`config.mk`:
```
export PLATFORM = sky130hd
export DESIGN_NAME = branch_redirect_ctrl
export DESIGN_NICKNAME = d
export VERILOG_FILES = /design/src/rtl/branch_pkg.sv /design/src/rtl/branch_redirect_ctrl_perf_counter.sv /design/src/rtl/branch_redirect_ctrl.sv
export SDC_FILE = /design/constraint.sdc
export NUM_CORES = 1
export LEC_CHECK = 0
export ABC_CLOCK_PERIOD_IN_PS = 5150
export CORE_MARGIN = 3
export CORE_UTILIZATION = 52
export CTS_CLUSTER_SIZE = 24
export DETAILED_ROUTE_END_ITERATION = 16
export PLACE_DENSITY = 0.91
export SETUP_SLACK_MARGIN = 0.2
export SLEW_MARGIN = 20
export SYNTH_ARGS = -nofsm -noshare
export SYNTH_HDL_FRONTEND = slang
export SYNTH_SLANG_ARGS = --single-unit
```
`constraint.sdc`:
```
create_clock -name i_clk -period 5.15 [get_ports i_clk]
set_input_delay 1.03 -clock i_clk [delete_from_list [all_inputs] [get_ports i_clk]]
set_output_delay 1.03 -clock i_clk [all_outputs]
set_load 0.01 [all_outputs]
```
`src/rtl/branch_pkg.sv`:
```
// Shared types and constants for PC redirection between EX and fetch.
package branch_pkg;

  typedef enum logic {
    IDLE = 1'b0,
    PEND = 1'b1
  } state_t;

  localparam int RV_XLEN = 32;

  typedef struct packed {
    logic               valid;
    logic [RV_XLEN-1:0] pc;
  } redirect_t;

  localparam logic [1:0] ALIGN_MASK_RV32I  = 2'b11;
  localparam logic [1:0] ALIGN_MASK_RV32IC = 2'b01;

  function automatic logic is_aligned(input logic [1:0] pc_lsb, input logic [1:0] mask);
    return (pc_lsb & mask) == 2'b00;
  endfunction

endpackage

```
`src/rtl/branch_redirect_ctrl_perf_counter.sv`:
```
// Wrapping event counter with synchronous clear taking priority over increment.
module perf_counter #(
  parameter int W = 32
) (
  input  logic         i_clk,
  input  logic         i_rst_n,
  input  logic         i_clr,
  input  logic         i_inc,
  output logic [W-1:0] o_cnt
);

  logic [W-1:0] r_cnt;

  always_ff @(posedge i_clk or negedge i_rst_n) begin
    if (!i_rst_n)   r_cnt <= '0;
    else if (i_clr) r_cnt <= '0;
    else if (i_inc) r_cnt <= r_cnt + W'(1);
  end

  assign o_cnt = r_cnt;

endmodule

```
`src/rtl/branch_redirect_ctrl.sv`:
```
// Turns a taken EX-stage control-flow result into one redirect request plus
// IF/ID and ID/EX flushes, holding it until fetch accepts.
//
// state | meaning
// IDLE  | no redirect outstanding; a taken aligned branch redirects combinationally
// PEND  | redirect issued but not yet accepted; replayed from the latched PC
module branch_redirect_ctrl
  import branch_pkg::*;
#(
  parameter int         XLEN       = 32,
  parameter int         CNT_W      = 32,
  parameter logic [1:0] ALIGN_MASK = ALIGN_MASK_RV32I
) (
  input  logic             i_clk,
  input  logic             i_rst_n,
  input  logic             i_ex_valid,
  input  logic             i_ex_is_cf,
  input  logic             i_branch_taken,
  input  logic [XLEN-1:0]  i_pc_branch,
  input  logic             i_pipe_stall,
  input  logic             i_fetch_ready,
  input  logic             i_cnt_clr,
  output logic             o_redirect_valid,
  output logic [XLEN-1:0]  o_redirect_pc,
  output logic             o_flush_if_id,
  output logic             o_flush_id_ex,
  output logic             o_fetch_hold,
  output logic             o_misalign,
  output logic [XLEN-1:0]  o_misalign_pc,
  output logic [CNT_W-1:0] o_cnt_cf,
  output logic [CNT_W-1:0] o_cnt_taken
);

  state_t          r_state;
  state_t          w_state_nxt;
  logic            r_fired;
  logic [XLEN-1:0] r_pend_pc;
  logic            r_misalign;
  logic [XLEN-1:0] r_misalign_pc;

  logic w_event;
  logic w_aligned;
  logic w_retire;
  logic w_idle_issue;
  logic w_idle_trap;

  // r_fired masks the replays of a stalled instruction that already redirected.
  assign w_event      = i_ex_valid & i_branch_taken & ~r_fired;
  assign w_aligned    = is_aligned(i_pc_branch[1:0], ALIGN_MASK);
  assign w_retire     = i_ex_valid & ~i_pipe_stall;
  assign w_idle_issue = (r_state == IDLE) & w_event & w_aligned;
  assign w_idle_trap  = (r_state == IDLE) & w_event & ~w_aligned;

  always_ff @(posedge i_clk or negedge i_rst_n) begin
    if (!i_rst_n) r_state <= IDLE;
    else          r_state <= w_state_nxt;
  end

  always_ff @(posedge i_clk or negedge i_rst_n) begin
    if (!i_rst_n)          r_fired <= 1'b0;
    else if (!i_pipe_stall) r_fired <= 1'b0;
    else if (w_event)      r_fired <= 1'b1;
  end

  always_ff @(posedge i_clk or negedge i_rst_n) begin
    if (!i_rst_n)                          r_pend_pc <= '0;
    else if (w_idle_issue && !i_fetch_ready) r_pend_pc <= i_pc_branch;
  end

  always_ff @(posedge i_clk or negedge i_rst_n) begin
    if (!i_rst_n) begin
      r_misalign    <= 1'b0;
      r_misalign_pc <= '0;
    end else begin
      r_misalign <= w_idle_trap;
      if (w_idle_trap) r_misalign_pc <= i_pc_branch;
    end
  end

  always_comb begin
    w_state_nxt      = r_state;
    o_redirect_valid = 1'b0;
    o_redirect_pc    = '0;
    o_flush_if_id    = 1'b0;
    o_flush_id_ex    = 1'b0;
    o_fetch_hold     = 1'b0;
    case (r_state)
      IDLE: begin
        if (w_idle_issue) begin
          o_redirect_valid = 1'b1;
          o_redirect_pc    = i_pc_branch;
          o_flush_if_id    = 1'b1;
          o_flush_id_ex    = 1'b1;
          if (!i_fetch_ready) w_state_nxt = PEND;
        end
      end
      PEND: begin
        o_redirect_valid = 1'b1;
        o_redirect_pc    = r_pend_pc;
        o_flush_if_id    = 1'b1;
        o_flush_id_ex    = 1'b1;
        o_fetch_hold     = 1'b1;
        if (i_fetch_ready) w_state_nxt = IDLE;
      end
      default: w_state_nxt = IDLE;
    endcase
  end

  assign o_misalign    = r_misalign;
  assign o_misalign_pc = r_misalign_pc;

  perf_counter #(.W(CNT_W)) u_cnt_cf (
    .i_clk   (i_clk),
    .i_rst_n (i_rst_n),
    .i_clr   (i_cnt_clr),
    .i_inc   (w_retire & i_ex_is_cf),
    .o_cnt   (o_cnt_cf)
  );

  perf_counter #(.W(CNT_W)) u_cnt_taken (
    .i_clk   (i_clk),
    .i_rst_n (i_rst_n),
    .i_clr   (i_cnt_clr),
    .i_inc   (w_retire & i_ex_is_cf & i_branch_taken & w_aligned),
    .o_cnt   (o_cnt_taken)
  );

  // EX should hold a bubble while a redirect is pending; a new taken branch here is dropped.
  a_no_event_in_pend: assert property (@(posedge i_clk) disable iff (!i_rst_n)
    (r_state == PEND) |-> !w_event);

endmodule

```
==> results_dict.tcl <==
set metrics [dict create \
    vias 4934 \
    p_per_area_nw_per_um2 331.6 \
    syn-cell-area_um2 6116 \
    critical-path-top-delay-family "buffers and inverters" \
    cts_buffer_depth 2 \
    layout_common_cells "170 x clkdlybuf4s50_1, 131 x dfrtp_1, 59 x mux2_2, 57 x nor2_1, 38 x xnor2_1" \
    core_um2 11170 \
    synthArstFlopShare_pct 100.0 \
    synth_warnings 0 \
    syn-mean-instance-area_um2 11.18 \
    io_buffers 172 \
    cellLeakagePower_nw 3.416 \
    endpoint_kind "primary output" \
    drtPass1Iterations 4 \
    postCtsSetupBuffers 0 \
    grt_overflow 0 \
    via_per_inst 5.678 \
    drive_above_1_share_pct 16.19 \
    r2r_cells 5 \
    cts_hold_buffers 0 \
    wl_per_cell_um 17.96 \
    dp_hpwl_um 10840 \
    setup_viol 0 \
    hold_depth 2 \
    htree_levels 4 \
    crit_fanout 27 \
    place.gp.congestion 0.8357 \
    fin_nets 758 \
    layout_commonest_cell "clkdlybuf4s50_1" \
    slew_violations 0 \
    cts_buffers 17 \
    grt_pass1_vias 5020 \
    cts-resized-gates 0 \
    hold_end "o_misalign_pc[1]" \
    nFillCells 709 \
    drcViolationCount 0 \
    tns_ns 0 \
    crit_path_frequent_cell "clkdlybuf4s50_1" \
    hp-class "reg -> reg" \
    cap_violations 0 \
    period_minus_slack_ns 4.425 \
    synth_cell_types 37 \
    path_buf_inv 3 \
    rrSetupSlack_ns 2.76 \
    path_clk_slew_ns 0.05 \
    ant_nets 0 \
    critPathKind "in -> out" \
    cpPeakStageDelay_ns 0.55 \
    outcome "finished clean" \
    tightest_slew_ns 0.6661 \
    grt_use_met3_pct 7.241 \
    r2r_start "u_cnt_taken.o_cnt[3]" \
    worstReg2RegEnd "u_cnt_taken.o_cnt[31]" \
    synthToLayoutAreaGrowth_pct 40.20 \
    grt_max_degree 65 \
    fp.dieW_um 114.5 \
    final_util_pct 76.74 \
    vdd_drop_max_uv 192.5 \
    grt_pass1_wl_um 25390 \
    rsz0062_at_grt "false" \
    grtUsageTotal_pct 24.28 \
    relSlewSlack_pct 55.60 \
    io-pin-count 173 \
    netlist_instances 547 \
    cts_root_buffer "clkbuf_16" \
    synthFlopType "dfrtp_1" \
    yosysSeqAreaShare_pct 53.60 \
    num_rows 38 \
    fin_skew_ns 0.007034 \
    cp.required_ns 4.12 \
    dieArea_um2 13100 \
    routed_wl_um 15610 \
    antenna_found_initial 0 \
    use_met1_pct 31.55 \
    synth_edf_count 0 \
    die_h_um 114.5 \
    insertion_delay_ns 0.40 \
    fmax_mhz 226.0 \
    cts_tree "yes" \
    met2_usage_pct 39.89 \
    synth_fp_nets 589 \
    worstPathArrival_ns 3.39 \
    start_kind "primary input" \
    crit_slowest_cell "clkdlybuf4s50_1" \
    antennaDiodeCount 0 \
    synth_seq_cells 131 \
    start_util_pct 54.74 \
    cts_sinks 131 \
    drt_iter0_markers 367 \
    min_from "o_misalign_pc[1]" \
    busiest_layer "met2" \
    cp_cell_sequence "clkdlybuf4s50_1 -> nand2_1 -> or3_1 -> nor3_2 -> buf_12 -> a22o_1 -> clkdlybuf4s50_1" \
    hold_viol 0 \
    fin_crit_sh_pct 85.91 \
]
cell usage after synthesis, types with 3 or more instances:
cell      instances  area [µm²]
nor4_1            9       56.30
dfrtp_1         131        3278
clkbuf_1         18       67.56
or3_1             9       56.30
o21ai_0           7       35.03
xnor2_1          38       332.8
nor3_1           18       90.09
nor2_1           58       217.7
a21oi_1          13       65.06
buf_4             3       22.52
a22o_1           30       262.8
xor2_1           14       122.6
and2_1            3       18.77
nor4_2            9       112.6
or2_2             3       18.77
nor2b_1           5       31.28
and3_1           12       75.07
and4_1            5       43.79
nand2_1          36       135.1
inv_1             8       30.03
mux2_2           59       664.4
nand3_1          25       125.1
nand4_1          10       62.56
buf_2             6       30.03
layer usage:
layer	vias to the layer above	part of all wire [%]	wire, µm
li1	2284	-	-
met1	2417	42	6520
met2	216	49	7683
met3	17	7.8	1221
met4	0	1.2	184
met5	-	0	0
final cells by class:
class / count / area (µm²) / area share, %
clock buffers: 21 / 460.4 / 5.370
clock inverters: 11 / 152.6 / 1.780
inverters: 8 / 30.03 / 0.3502
multi-input cells: 379 / 2696 / 31.45
flip-flops and latches: 131 / 3278 / 38.23
well taps: 140 / 175.2 / 2.043
repair buffers: 179 / 1782 / 20.78
registers in the layout (all words and copies together), names as in the netlist:
register           count
o_misalign             1
o_misalign_pc         32
r_fired                1
r_pend_pc             32
r_state                1
u_cnt_cf.o_cnt        32
u_cnt_taken.o_cnt     32
metrics by stage:
| step | std cells | hold WS [ns] | power (W) | setup slack, ns | cell area, µm² |
|---|---|---|---|---|---|
| final | 869 | 0.4941 | 0.002843 | 0.7254 | 8574 |
| after floorplan | 547 | 0.4559 | 0.001384 | 1.932 | 6116 |
| after CTS | 869 | 0.4964 | 0.002864 | 0.7213 | 8572 |
| after global placement | 837 | 0.4599 | 0.001603 | 0.7806 | 7959 |
| after global routing | 869 | 0.5132 | 0.002954 | 0.6024 | 8574 |
| after detailed placement | 837 | 0.4707 | 0.001627 | 0.7174 | 7959 |
how the worst max path moves through the flow:
stage | from | endpoint | slack [ns] | depth (start not counted)
global route | i_ex_valid | o_redirect_pc[5] | 0.60 | 7
detailed placement | i_ex_valid | o_redirect_pc[5] | 0.72 | 7
global placement | i_ex_valid | o_redirect_valid | 0.78 | 7
finish | i_ex_valid | o_redirect_pc[5] | 0.73 | 7
CTS | i_ex_valid | o_redirect_pc[5] | 0.72 | 7
floorplan | i_branch_taken | o_redirect_pc[10] | 1.93 | 5
worst min-delay path, cell delays in order, from the launching register on:
cell and delay [ns]:
dfrtp_1 0.35, nand2_1 0.05, nand2_1 0.06
where the power goes:
group	switching [W]	internal (W)	total (W)
registers	0.0000681	0.00115	0.00122
logic	0.000156	0.000234	0.000390
clock network	0.000446	0.000791	0.00124
total	0.000670	0.00217	0.00284
logic make-up (layout without fill, tap and decap cells):
family / after synthesis / after routing / synth area share, %
buffers and inverters: 37 / 219 / 2.578
flip-flops: 131 / 131 / 53.60
adder cells (fa/ha/maj): 2 / 2 / 0.4091
multiplexers: 60 / 60 / 11.05
AND/OR/NAND/NOR: 213 / 213 / 18.70
XOR/XNOR: 52 / 52 / 7.447
AO/OA/AOI/OAI: 52 / 52 / 6.219
Note: power is estimated with default switching activity, not from simulation.
